[src/rtl/prelu_act_cell.sv]
// Fixed-point pass / ReLU / Leaky-ReLU / PReLU activation cell with optional upper clip,
// round-half-up requantisation and saturation, driving an external two-stage signed multiplier.
module prelu_act_cell #(
  parameter int DATA_WIDTH       = 32,
  parameter int ALPHA_WIDTH      = 16,
  parameter int CH_N             = 16,
  parameter int INFO_ALONG_WIDTH = 2,
  parameter int SIM_DELAY        = 1
) (
  input  logic                                     aclk,
  input  logic                                     aresetn,
  input  logic                                     aclken,
  input  logic [1:0]                               act_mode,
  input  logic [4:0]                               fixed_point_quat_accrc,
  input  logic signed [ALPHA_WIDTH-1:0]            act_param_alpha,
  input  logic                                     clip_en,
  input  logic signed [DATA_WIDTH-1:0]             clip_max,
  input  logic                                     alpha_wen,
  input  logic [$clog2(CH_N)-1:0]                  alpha_waddr,
  input  logic signed [ALPHA_WIDTH-1:0]            alpha_wdata,
  input  logic signed [DATA_WIDTH-1:0]             act_cell_i_op_x,
  input  logic [7:0]                               act_cell_i_ch_id,
  input  logic                                     act_cell_i_pass,
  input  logic [INFO_ALONG_WIDTH-1:0]              act_cell_i_info_along,
  input  logic                                     act_cell_i_vld,
  output logic signed [DATA_WIDTH-1:0]             act_cell_o_res,
  output logic [INFO_ALONG_WIDTH-1:0]              act_cell_o_info_along,
  output logic                                     act_cell_o_sat,
  output logic                                     act_cell_o_vld,
  output logic signed [DATA_WIDTH-1:0]             mul_op_a,
  output logic signed [ALPHA_WIDTH-1:0]            mul_op_b,
  output logic [1:0]                               mul_ce,
  input  logic signed [DATA_WIDTH+ALPHA_WIDTH-1:0] mul_res
);

  localparam int IDX_W = $clog2(CH_N);
  localparam int PW    = DATA_WIDTH + ALPHA_WIDTH;
  localparam logic signed [DATA_WIDTH-1:0] RES_MAX = {1'b0, {(DATA_WIDTH-1){1'b1}}};
  localparam logic signed [DATA_WIDTH-1:0] RES_MIN = {1'b1, {(DATA_WIDTH-1){1'b0}}};

  typedef enum logic [1:0] {
    MODE_PASS  = 2'b00,
    MODE_RELU  = 2'b01,
    MODE_LEAKY = 2'b10,
    MODE_PRELU = 2'b11
  } act_mode_e;

  typedef struct packed {
    logic signed [DATA_WIDTH-1:0]  x;
    act_mode_e                     mode;
    logic                          pass;
    logic [INFO_ALONG_WIDTH-1:0]   info;
  } sample_t;

  logic signed [ALPHA_WIDTH-1:0] alpha_tbl [CH_N];
  logic signed [ALPHA_WIDTH-1:0] alpha_sel;
  sample_t                       s1, s2;
  logic                          s1_vld, s2_vld;

  // SIM_DELAY is kept only for parameter compatibility with the sibling activation cells.
  logic unused_sim_delay;
  assign unused_sim_delay = (SIM_DELAY != 0);

  always_comb begin
    // NOTE: every always_comb output gets a default first so no path can infer a latch.
    alpha_sel = act_param_alpha;
    if (act_mode_e'(act_mode) == MODE_PRELU && int'(act_cell_i_ch_id) < CH_N)
      alpha_sel = alpha_tbl[act_cell_i_ch_id[IDX_W-1:0]];
  end

  assign mul_op_a = act_cell_i_op_x;
  assign mul_op_b = alpha_sel;
  assign mul_ce   = {aclken & s1_vld, aclken & act_cell_i_vld};

  // Sample fields ride alongside the multiplier's input and product registers.
  // NOTE: sequential state uses non-blocking assignments so every register samples pre-edge values.
  always_ff @(posedge aclk or negedge aresetn) begin
    if (!aresetn) begin
      s1_vld <= 1'b0;
      s2_vld <= 1'b0;
      s1     <= '0;
      s2     <= '0;
    end else if (aclken) begin
      s1_vld <= act_cell_i_vld;
      s2_vld <= s1_vld;
      if (act_cell_i_vld)
        s1 <= '{x: act_cell_i_op_x, mode: act_mode_e'(act_mode),
                pass: act_cell_i_pass, info: act_cell_i_info_along};
      if (s1_vld)
        s2 <= s1;
    end
  end

  // An out-of-range write address cannot be expressed: the port is exactly clog2(CH_N) bits.
  // NOTE: the alpha table is reset because a cleared table is visible to software, so it is built from flops rather than a RAM.
  always_ff @(posedge aclk or negedge aresetn) begin
    if (!aresetn) begin
      for (int i = 0; i < CH_N; i++) alpha_tbl[i] <= '0;
    end else if (aclken && alpha_wen) begin
      alpha_tbl[alpha_waddr] <= alpha_wdata;
    end
  end

  logic                          bypass;
  logic signed [PW:0]            prod_ext, rnd, shifted;
  logic signed [DATA_WIDTH-1:0]  res_c;
  logic                          sat_c;

  always_comb begin
    bypass   = s2.pass || (s2.mode == MODE_PASS);
    prod_ext = {mul_res[PW-1], mul_res};
    rnd      = '0;
    if (fixed_point_quat_accrc != 5'd0)
      rnd = {{PW{1'b0}}, 1'b1} << (fixed_point_quat_accrc - 5'd1);
    shifted  = (prod_ext + rnd) >>> fixed_point_quat_accrc;
    res_c    = s2.x;
    sat_c    = 1'b0;
    if (!bypass && s2.x[DATA_WIDTH-1]) begin
      if (s2.mode == MODE_RELU) begin
        res_c = '0;
      end else if (shifted[PW:DATA_WIDTH-1] != {(PW-DATA_WIDTH+2){shifted[PW]}}) begin
        res_c = shifted[PW] ? RES_MIN : RES_MAX;
        sat_c = 1'b1;
      end else begin
        res_c = shifted[DATA_WIDTH-1:0];
      end
    end
    if (!bypass && clip_en && res_c > clip_max) begin
      res_c = clip_max;
      sat_c = 1'b1;
    end
  end

  always_ff @(posedge aclk or negedge aresetn) begin
    if (!aresetn) begin
      act_cell_o_vld        <= 1'b0;
      act_cell_o_res        <= '0;
      act_cell_o_sat        <= 1'b0;
      act_cell_o_info_along <= '0;
    end else if (aclken) begin
      act_cell_o_vld <= s2_vld;
      if (s2_vld) begin
        act_cell_o_res        <= res_c;
        act_cell_o_sat        <= sat_c;
        act_cell_o_info_along <= s2.info;
      end
    end
  end

endmodule

[config.mk]
export PLATFORM = sky130hd
export DESIGN_NAME = prelu_act_cell
export DESIGN_NICKNAME = d
export VERILOG_FILES = /design/src/rtl/prelu_act_cell.sv
export SDC_FILE = /design/constraint.sdc
export NUM_CORES = 1
export LEC_CHECK = 0
export BUFFER_PORTS_ARGS = -buffer_cell sky130_fd_sc_hd__buf_2
export CAP_MARGIN = 30
export CELL_PAD_IN_SITES_DETAIL_PLACEMENT = 0
export CELL_PAD_IN_SITES_GLOBAL_PLACEMENT = 1
export CORE_UTILIZATION = 43
export DETAILED_ROUTE_END_ITERATION = 10
export PLACE_DENSITY_LB_ADDON = 0.1
export SETUP_SLACK_MARGIN = 0.2
export SYNTH_ARGS = -nofsm -noshare
export SYNTH_HDL_FRONTEND = slang
export SYNTH_SLANG_ARGS = --single-unit
[constraint.sdc]
create_clock -name aclk -period 4.4 [get_ports aclk]
set_input_delay 1.1 -clock aclk [delete_from_list [all_inputs] [get_ports aclk]]
set_output_delay 1.1 -clock aclk [all_outputs]
set_load 0.02 [all_outputs]
==> metrics.md <==
| Metric | Value |
|---|---|
| Status | `finished, violations left` |
| Failing checks | `setup timing` |
| Max Fclk | `0.126 GHz` |
| Synth Area per Inst | `10.7 um^2` |
| Vias in the first global route | `21.0k` |
| Final WL | `79,200 um` |
| DRC | `0` |
| Synth-to-Final Area Change | `36.4%` |
| Synth Flop Type | `dfrtp_1` |
| Die X | `238 um` |
| Crit-path slowest cell | `a222oi_1` |
| Startpoint Class | `input pin` |
| Hold Buf Count CTS | `0` |
| GRT Overall Usage | `27.8%` |
| Post-synth EDFFs | `0` |
| Skew final | `54.6 ps` |
| Synth Instances | `2,232` |
| Worst Setup End Kind | `flop` |
| Crit-path max FO | `7` |
| DR vias | `20.4k` |
| Final hold violation count | `0` |
| Max clock buf depth | `3` |
| Die Ht | `238 um` |
| Slew @ Worst Pin | `989 ps` |
| Max-Cap Viols | `0` |
| Sequential area share after synthesis | `38.6%` |
| Clock Latency Late Sink | `590 ps` |
| Starting DRT DRC Count | `1,082` |
| Final setup margin | `-3560 ps` |
| Final Critical Period | `7960 ps` |
| Detail Route Antenna Nets | `0` |
| Count of cell types in the netlist | `90` |
| Crit-path max cell delay | `480 ps` |
| # rows | `86` |
| Die ar. | `56,500 um^2` |
| WHS | `462 ps` |
| Leakage power | `14.8 nW` |
| Number of port buffers | `257` |
| Most used cell, CP | `buf_4` |
| Post-synth top cells | `368 x dfrtp_1, 366 x mux2_2, 212 x nand2_1` |
| IO Pins | `258` |
| Root Buffer | `clkbuf_16` |
| Layout cell share with drive strength beyond 1 | `53.9%` |
| WP buf/inv | `11` |
| Most frequent cell after synthesis | `dfrtp_1` |
| Core ar. | `55,000 um^2` |
| CTS buffer count | `42` |
| WP data arrival | `8480 ps` |
| Clock transition at path regs | `60 ps` |
| Fin nets | `3,118` |
| Initial antenna violation count | `3` |
| First-pass GRT wire length | `121,000 um` |
| CP delay by family, top | `compound AO/OA/AOI/OAI gates` |
| Gr ovfl total | `0` |
| CTS tree | `built` |
| Gpl congestion | `0.951` |
| Synthesized area | `23,900 um^2` |
| Initial core utilization | `43.4%` |
| Share of the synthesized area in the top cell type | `38.6%` |
| Unrepaired setup endpoints after global routing | `true` |
| Vias per cell | `5.56` |
| Hold WC Path Type | `flop to flop` |
| Slew margin rel. | `34.1%` |
| Pre-antenna DRT Iters | `5` |
| # clock sinks | `368` |
| Setup violators final | `33` |
| YS warnings | `0` |
| Final Cycle Share | `181%` |
| Total Neg Setup Slack | `-116,310 ps` |
| Asr flop ratio synth | `100%` |
| Required time of the critical path | `4910 ps` |
| CTS HTree Levels | `2` |
| Ranking of synthesized cells by area | `dfrtp_1 39%, mux2_2 17%, mux4_2 7.7%` |
| Fin. max-slew vios | `0` |
| Max VDD drop | `339 uV` |
| Total power of the final layout | `12.4 mW` |
| WL/cell | `21.6 um` |
| HPWL Detailed | `58,000 um` |
| Pwr dens | `381 nW/um^2` |
| Synth area leader | `dfrtp_1` |
| Pin count of the biggest net entering global routing | `110` |
| FF+latch count, synth | `368` |
| Mapped Nets | `2,469` |
| Kind of critical path | `input pin to flop` |
per-stage QoR:
step | setup WS, ps | std cells | instance area, um^2 | util (%)
global route | -3890 | 3659 | 32600 | 59.3
detailed placement | -4740 | 3527 | 29100 | 53.0
finish | -3560 | 3660 | 32600 | 59.3
global placement | -4710 | 3527 | 29100 | 53.0
CTS | -3470 | 3641 | 31700 | 57.7
floorplan | -3770 | 2232 | 24100 | -
report_power, final:
| group | internal (mW) | leakage [nW] | switching, mW | total, mW |
|---|---|---|---|---|
| clock | 2.18 | 0.712 | 1.46 | 3.64 |
| sequential | 4.15 | 4.58 | 0.435 | 4.59 |
| combinational | 2.18 | 9.56 | 2.02 | 4.20 |
kinds of logic (layout without fill, tap and decap cells):
| kind of cell | Yosys count | in the layout | share of synthesized area (%) |
|---|---|---|---|
| adder cells (fa/ha/maj) | 65 | 65 | 3.44 |
| flip-flops | 368 | 368 | 38.6 |
| XOR/XNOR | 41 | 41 | 1.53 |
| buffers and inverters | 237 | 916 | 4.50 |
| other | 1 | 2 | 0.0157 |
| multiplexers | 516 | 516 | 27.8 |
| AND/OR/NAND/NOR | 567 | 567 | 11.3 |
| AO/OA/AOI/OAI | 437 | 437 | 12.8 |
flip-flops by register name, indices dropped and copies added (netlist names):
signal / cells
act_cell_o_info_along: 2
s1: 37
s1_vld: 1
alpha_tbl: 256
act_cell_o_vld: 1
s2: 37
act_cell_o_res: 32
act_cell_o_sat: 1
s2_vld: 1
timing repair:
item	CTS	global route
endpoints found under the hold margin	0	0
endpoints found under the setup margin	33	34
pin swaps	47	50
cloned	7	5
buffers inserted	33	13
gates resized for setup	157	121
final cells by class:
type | instances | area (um^2)
repair buffers | 789 | 5900
diodes | 1 | 2.50
well taps | 748 | 936
fillers | 4713 | 22400
clock inverters | 15 | 225
inverters | 53 | 234
clock buffers | 59 | 1220
multi-input cells | 1627 | 14900
flip-flops and latches | 368 | 9210
worst register-to-register path, stage by stage (launching register included):
cell and delay, ps:
dfrtp_1 400, nand2_1 100, nor2_1 220, o21ai_1 160, o31ai_4 340, buf_6 210, o221ai_4 120, nand2_1 90
ha_1 240, a21oi_1 160, nor2b_1 60, o21ai_1 110, nand2b_1 80, a21oi_1 140, nor2b_1 70, o21ai_1 130
nand2b_1 80, a21oi_2 150, nand2_2 100, a2111oi_4 330, nand3b_1 140, o211ai_1 140, buf_6 190, buf_12 150
buf_12 110, buf_16 100, o22ai_1 70, a21oi_2 110
layer usage:
metal / vias to the layer above / GRT usage, % / part of all wire, %
met5: - / 0 / 0.011
met4: 2 / 6.45 / 1.9
met3: 87 / 2.90 / 3.4
met2: 412 / 49.0 / 51
met1: 10300 / 36.6 / 44
li1: 9556 / - / -
cells in the final DEF (no fill, tap or decap), types with 19 or more instances in the layout:
cell type / netlist / routed
nor2_1: 123 / 96
clkbuf_16: 0 / 48
and3_1: 43 / 38
buf_12: 0 / 19
ha_1: 64 / 41
o22ai_1: 40 / 31
buf_4: 33 / 483
inv_1: 51 / 49
nand3_1: 25 / 24
mux2i_1: 68 / 65
o21ai_0: 67 / 51
nand2_1: 212 / 191
mux4_2: 82 / 82
xnor2_1: 27 / 25
nand4_1: 37 / 37
buf_2: 17 / 250
mux2_2: 366 / 366
a21oi_1: 107 / 85
buf_6: 4 / 19
a21oi_2: 25 / 40
dfrtp_1: 368 / 368
o21ai_1: 18 / 26
final timing paths:
kind	to	cells past startpoint	startpoint	slack (ps)
worst max-delay path	act_cell_o_res[8]	45	fixed_point_quat_accrc[0]	-3560
worst max register to register	act_cell_o_res[8]	27	s2[4]	50
worst min-delay path	act_cell_o_info_along[0]	2	s2[0]	460
max in group asynchronous	alpha_tbl[150]	2	aresetn	2680
min in group asynchronous	act_cell_o_res[10]	1	aresetn	550
worst min register to register	act_cell_o_info_along[0]	2	s2[0]	460
Note: power is estimated with default switching activity, not from simulation.
